### src/rtl/reu_pkg.sv
// Shared encodings for the REU transfer engine: command codes, FSM states and
// the per-byte entry state for each command.
package reu_pkg;

    typedef enum logic [1:0] {
        CmdStash  = 2'd0,
        CmdFetch  = 2'd1,
        CmdSwap   = 2'd2,
        CmdVerify = 2'd3
    } cmd_e;

    typedef enum logic [3:0] {
        StSync,
        StIdle,
        StC64Rd,
        StC64Wr,
        StRamRd,
        StRamWr,
        StCmp,
        StNext,
        StFinish
    } state_e;

    // STASH and VERIFY start each byte on the C64 side, FETCH and SWAP on the RAM side.
    function automatic state_e first_state(cmd_e c);
        return (c == CmdStash || c == CmdVerify) ? StC64Rd : StRamRd;
    endfunction

endpackage

### src/rtl/reu_dma_engine_if.sv
// Bus bundle between the REU engine, the C64 DMA toggle port and the
// expansion-RAM controller.
interface reu_dma_engine_if #(
    parameter int unsigned RAM_AW = 24
);
    logic [15:0]       dma_a;
    logic [7:0]        dma_d;
    logic              dma_rw;
    logic              dma_req;
    logic              dma_ack;
    logic [7:0]        dma_q;
    logic [RAM_AW-1:0] ram_addr;
    logic [7:0]        ram_wdata;
    logic              ram_we;
    logic              ram_req;
    logic              ram_ack;
    logic [7:0]        ram_rdata;

    modport master (
        output dma_a, dma_d, dma_rw, dma_req, ram_addr, ram_wdata, ram_we, ram_req,
        input  dma_ack, dma_q, ram_ack, ram_rdata
    );

    modport slave (
        input  dma_a, dma_d, dma_rw, dma_req, ram_addr, ram_wdata, ram_we, ram_req,
        output dma_ack, dma_q, ram_ack, ram_rdata
    );
endinterface

### src/rtl/dma_toggle_port.sv
// Request side of the C64 DMA toggle handshake: owns dma_req, detects completion
// and latches the read byte.
module dma_toggle_port (
    input  logic       clk,
    input  logic       rst,
    input  logic       sync,
    input  logic       start,
    input  logic       dma_ack,
    input  logic [7:0] dma_q,
    output logic       dma_req,
    output logic       complete,
    output logic [7:0] q
);
    logic       req_q;
    logic       pend_q;
    logic [7:0] q_q;

    assign complete = pend_q && (dma_ack == req_q);
    assign dma_req  = req_q;
    assign q        = q_q;

    always_ff @(posedge clk or posedge rst) begin
        if (rst) begin
            req_q  <= 1'b0;
            pend_q <= 1'b0;
            q_q    <= 8'h00;
        end else begin
            // Re-align after reset so a cycle still in flight on the bus is not
            // mistaken for a fresh request.
            if (sync) begin
                req_q  <= dma_ack;
                pend_q <= 1'b0;
            end else if (start) begin
                req_q  <= ~req_q;
                pend_q <= 1'b1;
            end else if (complete) begin
                pend_q <= 1'b0;
            end
            if (complete) q_q <= dma_q;
        end
    end
endmodule

### src/rtl/reu_dma_engine.sv
// REU transfer engine: sequences STASH/FETCH/SWAP/VERIFY byte by byte over the
// C64 DMA port and the expansion-RAM port.
module reu_dma_engine
    import reu_pkg::*;
#(
    parameter int unsigned RAM_AW = 24
) (
    input  logic              clk,
    input  logic              rst,
    input  logic              cmd_start,
    input  logic [1:0]        cmd,
    input  logic [15:0]       cmd_c64_addr,
    input  logic [RAM_AW-1:0] cmd_reu_addr,
    input  logic [15:0]       cmd_len,
    input  logic              fix_c64,
    input  logic              fix_reu,
    reu_dma_engine_if.master  bus,
    output logic              busy,
    output logic              done,
    output logic              verify_err,
    output logic [15:0]       cur_c64_addr,
    output logic [RAM_AW-1:0] cur_reu_addr,
    output logic [15:0]       cur_len
);
    state_e            state_q, state_d;
    cmd_e              cmd_q;
    logic              fix_c64_q, fix_reu_q, stop_q, busy_q, done_q, verr_q;
    logic [15:0]       c64_q, c64_d, len_q, len_d;
    logic [RAM_AW-1:0] reu_q, reu_d;
    logic [7:0]        ram_byte_q, c64_byte;
    logic [15:0]       dma_a_q;
    logic [7:0]        dma_d_q;
    logic              dma_rw_q;
    logic [RAM_AW-1:0] ram_addr_q;
    logic [7:0]        ram_wdata_q;
    logic              ram_we_q, ram_req_q;
    logic              sync, accept, complete, enter_c64, enter_ram;

    dma_toggle_port u_toggle (
        .clk      (clk),
        .rst      (rst),
        .sync     (sync),
        .start    (enter_c64),
        .dma_ack  (bus.dma_ack),
        .dma_q    (bus.dma_q),
        .dma_req  (bus.dma_req),
        .complete (complete),
        .q        (c64_byte)
    );

    always_comb begin
        state_d = state_q;
        sync    = 1'b0;
        accept  = 1'b0;
        c64_d   = c64_q;
        reu_d   = reu_q;
        len_d   = len_q;
        unique case (state_q)
            StSync: begin
                sync    = 1'b1;
                state_d = StIdle;
            end
            StIdle: begin
                if (cmd_start) begin
                    accept  = 1'b1;
                    state_d = first_state(cmd_e'(cmd));
                    c64_d   = cmd_c64_addr;
                    reu_d   = cmd_reu_addr;
                    len_d   = cmd_len;
                end
            end
            StC64Rd: if (complete) state_d = (cmd_q == CmdVerify) ? StRamRd : StRamWr;
            StC64Wr: if (complete) state_d = StNext;
            StRamRd: begin
                if (bus.ram_ack) begin
                    state_d = (cmd_q == CmdFetch) ? StC64Wr :
                              (cmd_q == CmdSwap)  ? StC64Rd : StCmp;
                end
            end
            StRamWr: if (bus.ram_ack) state_d = (cmd_q == CmdSwap) ? StC64Wr : StNext;
            StCmp:   state_d = StNext;
            StNext: begin
                if (!fix_c64_q) c64_d = c64_q + 16'd1;
                if (!fix_reu_q) reu_d = reu_q + RAM_AW'(1);
                // A length of 0 wraps to 65535 here, giving a 65536-byte transfer.
                if (len_q != 16'd1) len_d = len_q - 16'd1;
                state_d = (len_q == 16'd1 || stop_q) ? StFinish : first_state(cmd_q);
            end
            StFinish: state_d = StIdle;
            default:  state_d = StSync;
        endcase
    end

    assign enter_c64 = (state_d == StC64Rd || state_d == StC64Wr) && (state_d != state_q);
    assign enter_ram = (state_d == StRamRd || state_d == StRamWr) && (state_d != state_q);

    always_ff @(posedge clk or posedge rst) begin
        if (rst) begin
            state_q     <= StSync;
            cmd_q       <= CmdStash;
            fix_c64_q   <= 1'b0;
            fix_reu_q   <= 1'b0;
            stop_q      <= 1'b0;
            busy_q      <= 1'b0;
            done_q      <= 1'b0;
            verr_q      <= 1'b0;
            c64_q       <= '0;
            reu_q       <= '0;
            len_q       <= '0;
            ram_byte_q  <= '0;
            dma_a_q     <= '0;
            dma_d_q     <= '0;
            dma_rw_q    <= 1'b0;
            ram_addr_q  <= '0;
            ram_wdata_q <= '0;
            ram_we_q    <= 1'b0;
            ram_req_q   <= 1'b0;
        end else begin
            state_q <= state_d;
            c64_q   <= c64_d;
            reu_q   <= reu_d;
            len_q   <= len_d;
            done_q  <= (state_d == StFinish);
            if (accept) begin
                cmd_q     <= cmd_e'(cmd);
                fix_c64_q <= fix_c64;
                fix_reu_q <= fix_reu;
                busy_q    <= 1'b1;
                verr_q    <= 1'b0;
                stop_q    <= 1'b0;
            end
            if (state_d == StFinish) busy_q <= 1'b0;
            if (state_q == StCmp && c64_byte != ram_byte_q) begin
                verr_q <= 1'b1;
                stop_q <= 1'b1;
            end
            // FETCH writes the byte arriving this cycle; SWAP writes the one held from RAM_RD.
            if (enter_c64) begin
                dma_a_q  <= c64_d;
                dma_rw_q <= (state_d == StC64Wr);
                dma_d_q  <= (state_q == StRamRd) ? bus.ram_rdata : ram_byte_q;
            end
            // RAM writes are always entered from a completing C64 read.
            if (enter_ram) begin
                ram_addr_q  <= reu_d;
                ram_we_q    <= (state_d == StRamWr);
                ram_wdata_q <= bus.dma_q;
                ram_req_q   <= 1'b1;
            end else if ((state_q == StRamRd || state_q == StRamWr) && bus.ram_ack) begin
                ram_req_q <= 1'b0;
            end
            if (state_q == StRamRd && bus.ram_ack) ram_byte_q <= bus.ram_rdata;
        end
    end

    assign bus.dma_a     = dma_a_q;
    assign bus.dma_d     = dma_d_q;
    assign bus.dma_rw    = dma_rw_q;
    assign bus.ram_addr  = ram_addr_q;
    assign bus.ram_wdata = ram_wdata_q;
    assign bus.ram_we    = ram_we_q;
    assign bus.ram_req   = ram_req_q;
    assign busy          = busy_q;
    assign done          = done_q;
    assign verify_err    = verr_q;
    assign cur_c64_addr  = c64_q;
    assign cur_reu_addr  = reu_q;
    assign cur_len       = len_q;
endmodule

### src/flat_wrapper.sv
// flat-port wrapper written by rule: the top's interface ports become plain ports
module reu_dma_engine_flat import reu_pkg::*;
#(
    parameter int unsigned RAM_AW = 24
)
  (clk, rst, cmd_start, cmd, cmd_c64_addr, cmd_reu_addr, cmd_len, fix_c64, fix_reu, busy, done, verify_err, cur_c64_addr, cur_reu_addr, cur_len, bus_dma_a, bus_dma_d, bus_dma_rw, bus_dma_req, bus_ram_addr, bus_ram_wdata, bus_ram_we, bus_ram_req, bus_dma_ack, bus_dma_q, bus_ram_ack, bus_ram_rdata);
  reu_dma_engine_if #(.RAM_AW(RAM_AW)) bus_i ();
  input  logic clk;
  input  logic rst;
  input  logic cmd_start;
  input  logic [1:0] cmd;
  input  logic [15:0] cmd_c64_addr;
  input  logic [RAM_AW-1:0] cmd_reu_addr;
  input  logic [15:0] cmd_len;
  input  logic fix_c64;
  input  logic fix_reu;
  output logic busy;
  output logic done;
  output logic verify_err;
  output logic [15:0] cur_c64_addr;
  output logic [RAM_AW-1:0] cur_reu_addr;
  output logic [15:0] cur_len;
  output wire logic [$bits(bus_i.dma_a)-1:0] bus_dma_a;
  output wire logic [$bits(bus_i.dma_d)-1:0] bus_dma_d;
  output wire logic [$bits(bus_i.dma_rw)-1:0] bus_dma_rw;
  output wire logic [$bits(bus_i.dma_req)-1:0] bus_dma_req;
  output wire logic [$bits(bus_i.ram_addr)-1:0] bus_ram_addr;
  output wire logic [$bits(bus_i.ram_wdata)-1:0] bus_ram_wdata;
  output wire logic [$bits(bus_i.ram_we)-1:0] bus_ram_we;
  output wire logic [$bits(bus_i.ram_req)-1:0] bus_ram_req;
  input wire logic [$bits(bus_i.dma_ack)-1:0] bus_dma_ack;
  input wire logic [$bits(bus_i.dma_q)-1:0] bus_dma_q;
  input wire logic [$bits(bus_i.ram_ack)-1:0] bus_ram_ack;
  input wire logic [$bits(bus_i.ram_rdata)-1:0] bus_ram_rdata;
  assign bus_dma_a = bus_i.dma_a;
  assign bus_dma_d = bus_i.dma_d;
  assign bus_dma_rw = bus_i.dma_rw;
  assign bus_dma_req = bus_i.dma_req;
  assign bus_ram_addr = bus_i.ram_addr;
  assign bus_ram_wdata = bus_i.ram_wdata;
  assign bus_ram_we = bus_i.ram_we;
  assign bus_ram_req = bus_i.ram_req;
  assign bus_i.dma_ack = bus_dma_ack;
  assign bus_i.dma_q = bus_dma_q;
  assign bus_i.ram_ack = bus_ram_ack;
  assign bus_i.ram_rdata = bus_ram_rdata;
  reu_dma_engine #(.RAM_AW(RAM_AW)) u_core (.clk(clk), .rst(rst), .cmd_start(cmd_start), .cmd(cmd), .cmd_c64_addr(cmd_c64_addr), .cmd_reu_addr(cmd_reu_addr), .cmd_len(cmd_len), .fix_c64(fix_c64), .fix_reu(fix_reu), .bus(bus_i), .busy(busy), .done(done), .verify_err(verify_err), .cur_c64_addr(cur_c64_addr), .cur_reu_addr(cur_reu_addr), .cur_len(cur_len));
endmodule
### config.mk
export PLATFORM = sky130hd
export DESIGN_NAME = reu_dma_engine_flat
export DESIGN_NICKNAME = d
export VERILOG_FILES = /design/src/rtl/reu_pkg.sv /design/src/rtl/reu_dma_engine_if.sv /design/src/rtl/dma_toggle_port.sv /design/src/rtl/reu_dma_engine.sv /design/src/flat_wrapper.sv
export SDC_FILE = /design/constraint.sdc
export NUM_CORES = 1
export LEC_CHECK = 0
export ABC_AREA = 1
export CAP_MARGIN = 10
export CORE_MARGIN = 1.5
export CORE_UTILIZATION = 49
export DETAILED_ROUTE_END_ITERATION = 16
export GPL_TIMING_DRIVEN = 0
export HOLD_SLACK_MARGIN = 0.06
export PLACE_DENSITY = 0.9
export SLEW_MARGIN = 10
export SYNTH_ARGS = -nofsm -noshare
export SYNTH_HDL_FRONTEND = slang
export SYNTH_SLANG_ARGS = --single-unit
### constraint.sdc
create_clock -name clk -period 6.01 [get_ports clk]
set_input_delay 0.9015 -clock clk [delete_from_list [all_inputs] [get_ports clk]]
set_output_delay 0.9015 -clock clk [all_outputs]
set_load 0.03 [all_outputs]
# Yosys cells after proc, flatten, opt, wreduce, memory -nomap -nowiden
# Cells that the tools add are included.
[word_totals]
reg_bits = 144
latch_bits = 0
mem_bits_rw = 0
mem_bits_ro = 0
wordCells = 109
n_memories = 0
[op_classes]
add_sub_neg = 3
n_mul = 0
n_div = 0
magnitude_cmp = 0
eq_ne = 24
n_shift = 0
muxes = 37
bitwise_logic = 1
n_reduce_logical = 23
[op_table]
columns = ["operator", "count"]
rows = [
  ["$mux 16", 4],
  ["$pmux 16 s2", 2],
  ["$mux 24", 2],
  ["$pmux 24 s2", 1],
  ["$pmux 4 s8", 1],
  ["$mux 4", 7],
  ["$add 24x1->24 const B", 1],
  ["$eq 4x3->1 const B", 6],
  ["$add 16x1->16 const B", 1],
  ["$eq 16x1->1 const B", 1],
  ["$eq 4x2->1 const B", 4],
  ["$ne 16x1->1 const B", 1],
  ["$sub 16x1->16 const B", 1],
  ["$mux 1", 15],
  ["$mux 3", 4],
  ["$reduce_bool 2->1", 5],
  ["$eq 4x4->1 const B", 2],
  ["$mux 8", 1],
  ["$ne 8x8->1", 1],
  ["$eq 2x2->1 const B", 3],
  ["$logic_and 1x1->1", 6],
  ["$logic_or 1x1->1", 6],
  ["$eq 4x1->1 const B", 1],
  ["$logic_not 2->1", 2],
  ["10 further kinds", 10],
]

# Depth between registers and ports, before layout
# Gate-level depths: netlist of the first run.
[depth]
word_depth = 10
depth_mapped = 16

# Modules after synthesis
# A second synthesis of the first run with hierarchy kept.
[hier_totals]
cells_unflattened = 1055
hier_area_um2 = 7925.1
[modules_own_cells]
columns = ["module", "n_inst", "cells_each", "area_each_um2"]
rows = [
  ["reu_dma_engine", 1, 1008, 7507.2],
  ["dma_toggle_port", 1, 47, 417.9],
]

# Least setup slack after synthesis of the first run
# OpenSTA, ideal clock, no wires.
[synth_timing]
kind = "input to register"
from = "input bus_dma_ack"
to = "register u_core.dma_a_q[10] (netlist: u_core.bus.dma_a[10])"
setup_time_ns = 0.119
t_arrival_ns = 2.291
t_required_ns = 5.891
slack_ns = 3.600
cell_stages = 13
n_path_buf = 2
path_cell_list = "nor2_1 -> inv_1 -> nand3_1 -> nor2_1 -> nor2_1 -> nand3_1 -> nand2_1 -> nand2_1 -> or2_1 -> buf_4 -> buf_2 -> nand3_1 -> nand2_1"
[synth_between]
elab_chain_len = 7
word_cells_on_any_way = 10
[synth_rtl]
columns = ["element", "line", "rtl"]
rows = [
  ["start, declared", "flat_wrapper.sv:31", "input wire logic [$bits(bus_i.dma_ack)-1:0] bus_dma_ack;"],
  ["$eq 1x1->1 (*)", "dma_toggle_port.sv:18", "assign complete = pend_q && (dma_ack == req_q);"],
  ["$logic_and 1x1->1 (*)", "dma_toggle_port.sv:18", ""],
  ["$mux 4, on equally long branches", "reu_dma_engine.sv:73, reu_dma_engine.sv:72", ""],
  ["$pmux 4 s8 (*)", "reu_dma_engine.sv:58", "unique case (state_q)"],
  ["$eq 4x2->1", "reu_dma_engine.sv:94", "assign enter_c64 = (state_d == StC64Rd || state_d == StC64Wr) && (state_d != state_q);"],
  ["$logic_or 1x1->1", "reu_dma_engine.sv:94", ""],
  ["$logic_and 1x1->1 (*)", "reu_dma_engine.sv:94", ""],
  ["end signal, assigned", "reu_dma_engine.sv:111", "dma_a_q <= '0;"],
  ["end signal, assigned", "reu_dma_engine.sv:139", "dma_a_q <= c64_d;"],
  ["end, declared", "reu_dma_engine.sv:31", "logic [15:0] dma_a_q;"],
]
# Every way passes the cells marked *; elsewhere a longest branch is shown, timed or not.
# A chain may end at the register's enable or synchronous reset.

# Final worst setup path of the first run
[layout_timing]
from = "input bus_dma_ack"
to = "register u_core.ram_addr_q[10] (netlist: u_core.bus.ram_addr[10])"
[layout_between]
elab_chain_len = 7
word_cells_on_any_way = 10
[layout_rtl]
columns = ["element", "line", "rtl"]
rows = [
  ["$eq 1x1->1 (*)", "dma_toggle_port.sv:18", ""],
  ["$logic_and 1x1->1 (*)", "dma_toggle_port.sv:18", ""],
  ["$mux 4, on equally long branches", "reu_dma_engine.sv:73, reu_dma_engine.sv:72", ""],
  ["$pmux 4 s8 (*)", "reu_dma_engine.sv:58", ""],
  ["$eq 4x3->1", "reu_dma_engine.sv:95", "assign enter_ram = (state_d == StRamRd || state_d == StRamWr) && (state_d != state_q);"],
  ["$logic_or 1x1->1", "reu_dma_engine.sv:95", ""],
  ["$logic_and 1x1->1 (*)", "reu_dma_engine.sv:95", ""],
  ["end signal, assigned", "reu_dma_engine.sv:145", "ram_addr_q <= reu_d;"],
  ["end, declared", "reu_dma_engine.sv:34", "logic [RAM_AW-1:0] ram_addr_q;"],
]
# Marked as above.

==> flow_metrics.env, run 1 <==
export IMPL_status="completed"
export IMPL_ys_warn_count=0
export IMPL_cts_tree="built"
export IMPL_core_area_mm2=0.01470
export IMPL_cp_start_kind="input port"
export IMPL_finalHoldViolations=0
export IMPL_viasPerCell=5.597
export IMPL_critical_path_arrival_ps=3540
export IMPL_hp_class="reg2reg"
export IMPL_ys_seq_elements=144
export IMPL_vias=7646
export IMPL_drive_above_1_share_pct=6.430
export IMPL_crit_required_ps=6370
export IMPL_worst_path_max_fanout=10
export IMPL_wl_per_cell_um=17.66
export IMPL_path_class="in2reg"
export IMPL_pwr_share_seq_pct=28.3
export IMPL_async_flop_share_pct=100.0
export IMPL_fin_worst_hold_slack_ps=472.9
export IMPL_nets=1257
export IMPL_netlist_area_mm2=0.007453
export IMPL_yosysTopAreaCellShare_pct=48.35
export IMPL_crit_chain="clkdlybuf4s50_1 > nand2_1 > nand2_1 > nor2_1 > nand2_1 > nand2_1 > nor2_1 > and2_1 > nor2_2 > buf_1 > nand3_1 > nand2_1"
export IMPL_initial_core_util_pct=50.71
export IMPL_drc=0
export IMPL_cts_buffers=17
export IMPL_grt_pass1_wl_um=38580
export IMPL_design_area_mm2=0.01038
export IMPL_antenna_found_initial=0
export IMPL_ir_worst_vdd_mv=0.3736
export IMPL_gp_routability_congestion=0.9577
export IMPL_min_path_cells=2
export IMPL_clk_pin_slew_ps=60
export IMPL_syn_area_per_cell_um2=7.846
export IMPL_io_buffer_count=199
export IMPL_whs_endpoint="u_core.bus.ram_addr[8]"
export IMPL_post_route_min_period_ps=3171
export IMPL_io_pins=200
export IMPL_critPathCaptureType="register"
export IMPL_rows=44
export IMPL_htreeDepth=4
export IMPL_cts_resized_gates=0
export IMPL_rr_startpoint="u_core.state_q[2]"
export IMPL_synth_flop_cell="dfrtp_1"
export IMPL_worst_path_buf_inv=2
export IMPL_p_int_mw=3.327
export IMPL_synth_most_common_cell="nand2_1"
export IMPL_path_delay_family="simple AND/OR/NAND/NOR gates"
export IMPL_p_sw_share_pct=46.58
export IMPL_slowest_stage="buf_1"
export IMPL_synthesis_nets=1038
export IMPL_wirelength_um=24130
export IMPL_clockRootBuffer="clkbuf_16"
export IMPL_grt_max_degree=85
export IMPL_maxCapViolCount=0
export IMPL_hpwl_um=17600
export IMPL_p_total_mw=6.228
export IMPL_relSlewSlack_pct=51.41
export IMPL_min_period_over_period_pct=52.76
export IMPL_ys_top_cells_by_area="dfrtp_1, nand2_1, nand3_1, inv_1, o21ai_0"
export IMPL_ctsHoldBuffers=0
export IMPL_postPlaceCellArea_mm2=0.009711
export IMPL_share_comb_of_total_power_pct=52.3
export IMPL_worst_pin_slew_ps=728.8
export IMPL_power_frac_clock_pct=19.4
export IMPL_worstRegToRegCells=11
export IMPL_fin_cells=1366
export IMPL_cpPeakStageDelay_ps=590
export IMPL_fmax_ghz=0.3154
export IMPL_worstSkewPairLatency_ps=430
export IMPL_dr_pass1_iters=6
export IMPL_die_w_um=126.3
export IMPL_cts_num_sinks=144
export IMPL_final_setup_viol_count=0
export IMPL_r2r_end="u_core.bus.ram_addr[10]"
export IMPL_ys_types=48
export IMPL_cpMostUsedCell="nand2_1"
export IMPL_grt_pass1_vias=7373
export IMPL_setup_tns_final_ps=0
export IMPL_synth_edf_count=0
export IMPL_dpl_cell_count=1334
export IMPL_diodes=0
export IMPL_slew_violations=0
export IMPL_p_switching_mw=2.901
export IMPL_postCtsSetupBuffers=0
export IMPL_grt_overflow=0
export IMPL_die_y_um=126.3
export IMPL_syn_to_final_growth_pct=39.28
export IMPL_power_density_mw_per_mm2=599.9
export IMPL_grt_setup_unrepaired="no"
export IMPL_synth_common_cells="nand2_1, dfrtp_1, nand3_1"
export IMPL_fin_skew_ps=8.421
export IMPL_syn_inst=950
export IMPL_yosysTopAreaCell="dfrtp_1"
export IMPL_synth_seq_area_share_pct=48.35
export IMPL_grt_usage_pct=31.05
export IMPL_r2r_slack_ps=3170
export IMPL_drt_iter0_markers=744
export IMPL_design_die_area_mm2=0.01596
export IMPL_worstHoldStart="u_core.bus.ram_addr[8]"
export IMPL_fill_cells=1132
export IMPL_cts_buffer_depth=2
export IMPL_ant_nets=0
export IMPL_p_leak_nw=4.782
[tightest hold or removal path, cell delays in order, from the launching register on]
cell and delay, ps:
dfrtp_1 340, nand2_1 50, nand2_1 40
[layer usage]
layer / GRT usage, % / wire length [µm] / up-vias
met3: 7.507 / 2270 / 87
li1: - / - / 3559
met5: 0 / 0 / -
met4: 14.67 / 1006 / 0
met2: 50.42 / 11420 / 420
met1: 39.42 / 9433 / 3580
[layout by cell type (no fill, tap or decap), types with 4 or more instances in the layout]
cell type,netlist,final
mux2_2,8,8
clkbuf_16,0,17
nand2_1,297,297
xnor2_1,5,5
clkdlybuf4s50_1,0,199
inv_2,5,5
o211ai_1,13,13
a21oi_1,30,30
a22oi_1,4,4
ha_1,7,7
buf_2,10,10
bufinv_16,0,5
nand3_1,97,97
dfrtp_1,144,144
o21ai_0,59,59
o22ai_1,8,8
clkbuf_1,13,13
mux2i_1,8,8
nand4_1,6,6
nor2_1,64,64
a221oi_1,7,7
buf_1,6,6
or2_2,4,4
xor2_1,10,10
inv_1,89,88
nor3_1,17,17
o21bai_1,4,4
[cells by family (layout without fill, tap and decap cells)]
group	after synthesis	after routing	share of synthesized area (%)
AOI/OAI and AO/OA	137	137	10.78
DFF	144	144	48.35
muxes	16	16	2.283
xor gates and xnor gates	15	15	1.763
buffers and inverters	129	361	7.034
adders and majority gates	7	7	1.175
and+or+nand+nor	502	502	28.62
[how the worst max path moves through the flow]
stage / cells past startpoint / from / slack (ps) / endpoint
3_5_place_dp: 9 / cmd_start / 2540 / u_core.bus.ram_addr[10]
4_1_cts: 12 / bus_dma_ack / 2880 / u_core.bus.ram_addr[10]
2_1_floorplan: 1 / rst / 1240 / u_core.bus.dma_a[0]
6_report: 12 / bus_dma_ack / 2840 / u_core.bus.ram_addr[10]
3_3_place_gp: 2 / rst / -710 / u_core.cur_reu_addr[20]
5_1_grt: 9 / cmd_start / 2650 / u_core.bus.ram_addr[10]
[stage by stage]
| step | worst slack [ps] | util [%] |
|---|---|---|
| after detailed placement | 2543 | 66.06 |
| after global placement | -710.5 | 65.82 |
| after global routing | 2650 | 70.62 |
| after floorplan | 1242 | - |
| after CTS | 2878 | 70.62 |
| final | 2839 | 70.62 |
[state kept, by name, summed over array words and instances (netlist names), 2 cells and up]
register              flops
u_core.bus.dma_a         16
u_core.bus.dma_d          8
u_core.bus.ram_addr      24
u_core.bus.ram_wdata      8
u_core.cmd_q              2
u_core.cur_c64_addr      16
u_core.cur_len           16
u_core.cur_reu_addr      24
u_core.ram_byte_q         8
u_core.state_q            4
u_core.u_toggle.q         8
[power groups by stage]
stage                     Clock (mW)  Combinational (mW)  Sequential, mW
after floorplan                    0                1.42            2.29
after global placement             0                3.14            1.74
after detailed placement           0                3.22            1.76
after CTS                       1.21                3.25            1.75
after global routing            1.25                3.52            1.81
final                           1.21                3.26            1.76
[area by class of cell]
| class | instances | area (µm²) | share of cell area (%) |
|---|---|---|---|
| buffer | 34 | 167.7 | 1.615 |
| clock inverter | 12 | 203.9 | 1.965 |
| timing repair buffer | 200 | 2019 | 19.45 |
| inverter | 95 | 364.1 | 3.507 |
| multi-input combinational | 677 | 3326 | 32.04 |
| sequential | 144 | 3603 | 34.71 |
| tap | 184 | 230.2 | 2.218 |
| clock buffer | 20 | 466.7 | 4.496 |
No activity file was read; power rests on OpenSTA's default activity.
==> inputs of run 2 (changes only) <==
--- a/config.mk
+++ b/config.mk
@@ -8,11 +8,11 @@
 export ABC_AREA = 1
 export CAP_MARGIN = 10
 export CORE_MARGIN = 1.5
-export CORE_UTILIZATION = 49
+export CORE_UTILIZATION = 44
 export DETAILED_ROUTE_END_ITERATION = 16
 export GPL_TIMING_DRIVEN = 0
 export HOLD_SLACK_MARGIN = 0.06
-export PLACE_DENSITY = 0.9
+export PLACE_DENSITY = 0.86
 export SLEW_MARGIN = 10
 export SYNTH_ARGS = -nofsm -noshare
 export SYNTH_HDL_FRONTEND = slang
==> constraint.sdc (replaced) <==
create_clock -name clk -period 2.9 [get_ports clk]
set_input_delay 0.435 -clock clk [delete_from_list [all_inputs] [get_ports clk]]
set_output_delay 0.435 -clock clk [all_outputs]
set_load 0.03 [all_outputs]
==> flow_metrics.env, run 2 (synthesis results as in run 1) <==
export IMPL_setup_tns_final_ps=0
export IMPL_die_w_um=133.2
export IMPL_grt_overflow=0
export IMPL_crit_required_ps=3260
export IMPL_grt_max_degree=36
export IMPL_cpMostUsedCell="nor2_1"
export IMPL_fill_cells=1377
export IMPL_slowest_stage="buf_1"
export IMPL_final_common_cell="nand2_1"
export IMPL_cts_tree="built"
export IMPL_path_class="reg2reg"
export IMPL_cp_start_kind="register"
export IMPL_fin_util_pct=63.00
export IMPL_startpoint="u_core.state_q[2]"
export IMPL_status="completed"
export IMPL_slew_violations=0
export IMPL_regArea_mm2=0.003603
export IMPL_r2r_slack_ps=200
export IMPL_initial_core_util_pct=44.94
export IMPL_die_y_um=133.2
export IMPL_core_area_mm2=0.01658
export IMPL_ant_nets=0
export IMPL_hpwl_um=17770
export IMPL_mostFrequentLayoutCells="nand2_1, clkdlybuf4s50_1, dfrtp_1"
export IMPL_finalHoldViolations=0
export IMPL_design_die_area_mm2=0.01773
export IMPL_relSlewSlack_pct=47.98
export IMPL_drc=0
export IMPL_htreeDepth=4
export IMPL_post_route_min_period_ps=2701
export IMPL_clk_pin_slew_ps=60
export IMPL_cts_buffer_depth=2
export IMPL_min_period_over_period_pct=93.14
export IMPL_rr_startpoint="u_core.state_q[2]"
export IMPL_power_density_mw_per_mm2=1219
export IMPL_worstSkewPairLatency_ps=430
export IMPL_grt_pass1_wl_um=37470
export IMPL_drive_above_1_share_pct=6.588
export IMPL_vias=7575
export IMPL_gp_routability_congestion=0.9334
export IMPL_ir_worst_vdd_mv=0.6294
export IMPL_multi_input_area_mm2=0.003331
export IMPL_grt_pass1_vias=7222
export IMPL_syn_to_final_growth_pct=40.17
export IMPL_rows=47
export IMPL_fmax_ghz=0.3702
export IMPL_cts_num_sinks=144
export IMPL_p_leak_nw=4.793
export IMPL_worst_pin_slew_ps=780.3
export IMPL_grt_usage_pct=27.28
export IMPL_final_setup_viol_count=0
export IMPL_dr_pass1_iters=5
export IMPL_cts_buffers=17
export IMPL_io_pins=200
export IMPL_maxCapViolCount=0
export IMPL_worstRegToRegCells=11
export IMPL_hp_class="in2async"
export IMPL_nets=1260
export IMPL_worst_path_buf_inv=2
export IMPL_io_buffer_count=199
export IMPL_critPathCaptureType="register"
export IMPL_fin_skew_ps=10.34
export IMPL_clockRootBuffer="clkbuf_16"
export IMPL_wirelength_um=23920
export IMPL_r2r_end="u_core.bus.ram_addr[3]"
export IMPL_drt_iter0_markers=684
export IMPL_critical_path_arrival_ps=3060
export IMPL_antenna_found_initial=1
export IMPL_worst_path_max_fanout=10
export IMPL_cpPeakStageDelay_ps=510
export IMPL_postCtsSetupBuffers=0
export IMPL_crit_chain="nor2_1 > inv_2 > nor2_1 > nand3_1 > nand2_1 > nor2_1 > and2_1 > nor2_2 > buf_1 > nand3_1 > nand2_1"
export IMPL_wl_per_cell_um=17.04
export IMPL_diodes=0
export IMPL_path_delay_family="simple AND/OR/NAND/NOR gates"
export IMPL_viasPerCell=5.395
## run 2: per-stage QoR
stage / cells / total power [mW] / cell area [µm²] / setup slack (ps) / hold slack [ps]
global route: 1404 / 13.49 / 10450 / -9.622 / 480.0
global placement: 1369 / 10.12 / 9724 / -605.7 / 454.9
CTS: 1404 / 12.70 / 10440 / 204.6 / 460.5
finish: 1404 / 12.73 / 10450 / 199.0 / 455.9
detailed placement: 1373 / 10.31 / 9812 / -92.80 / 460.6
floorplan: 950 / 7.676 / 7457 / 660.0 / 462.3
## run 2: routing by layer
layer / part of all wire, % / global-route usage (%) / vias to the layer above / wire length, µm
li1: - / - / 3562 / -
met1: 42 / 35.45 / 3602 / 9946
met2: 47 / 44.18 / 356 / 11260
met3: 8.4 / 6.811 / 55 / 2016
met4: 2.9 / 10.57 / 0 / 700
met5: 0 / 0 / - / 0
## run 2: worst max-delay path by stage
stage,endpoint,cells after the start,slack (ps)
floorplan,u_core.bus.dma_a[0],1,660
global placement,u_core.ram_byte_q[4],2,-610
detailed placement,u_core.bus.ram_addr[10],12,-90
CTS,u_core.bus.dma_a[6],8,200
global route,u_core.bus.ram_addr[1],11,-10
finish,u_core.bus.ram_addr[3],11,200
## run 2: area by class of cell
cell class	instances	share of cell area [%]
Clock buffer	21	4.503
Buffer	34	1.617
Tap cell	220	2.635
Timing Repair Buffer	203	19.90
Sequential cell	144	34.49
Inverter	95	3.449
Clock inverter	10	1.521
Multi-Input combinational cell	677	31.88
## run 2: where the power goes
| part | internal (mW) | switching [mW] | total, mW | leakage (nW) |
|---|---|---|---|---|
| Sequential | 2.86 | 0.772 | 3.64 | 1.83 |
| Combinational | 2.44 | 4.29 | 6.74 | 2.66 |
| Clock | 1.50 | 0.861 | 2.36 | 0.305 |
| Total | 6.81 | 5.93 | 12.7 | 4.79 |
## run 2: timing repair
item                       in CTS  in global routing
resized for setup               0                  2
setup endpoints to repair       0                 13
hold buffers                    0                  0
hold endpoints to repair        0                  0
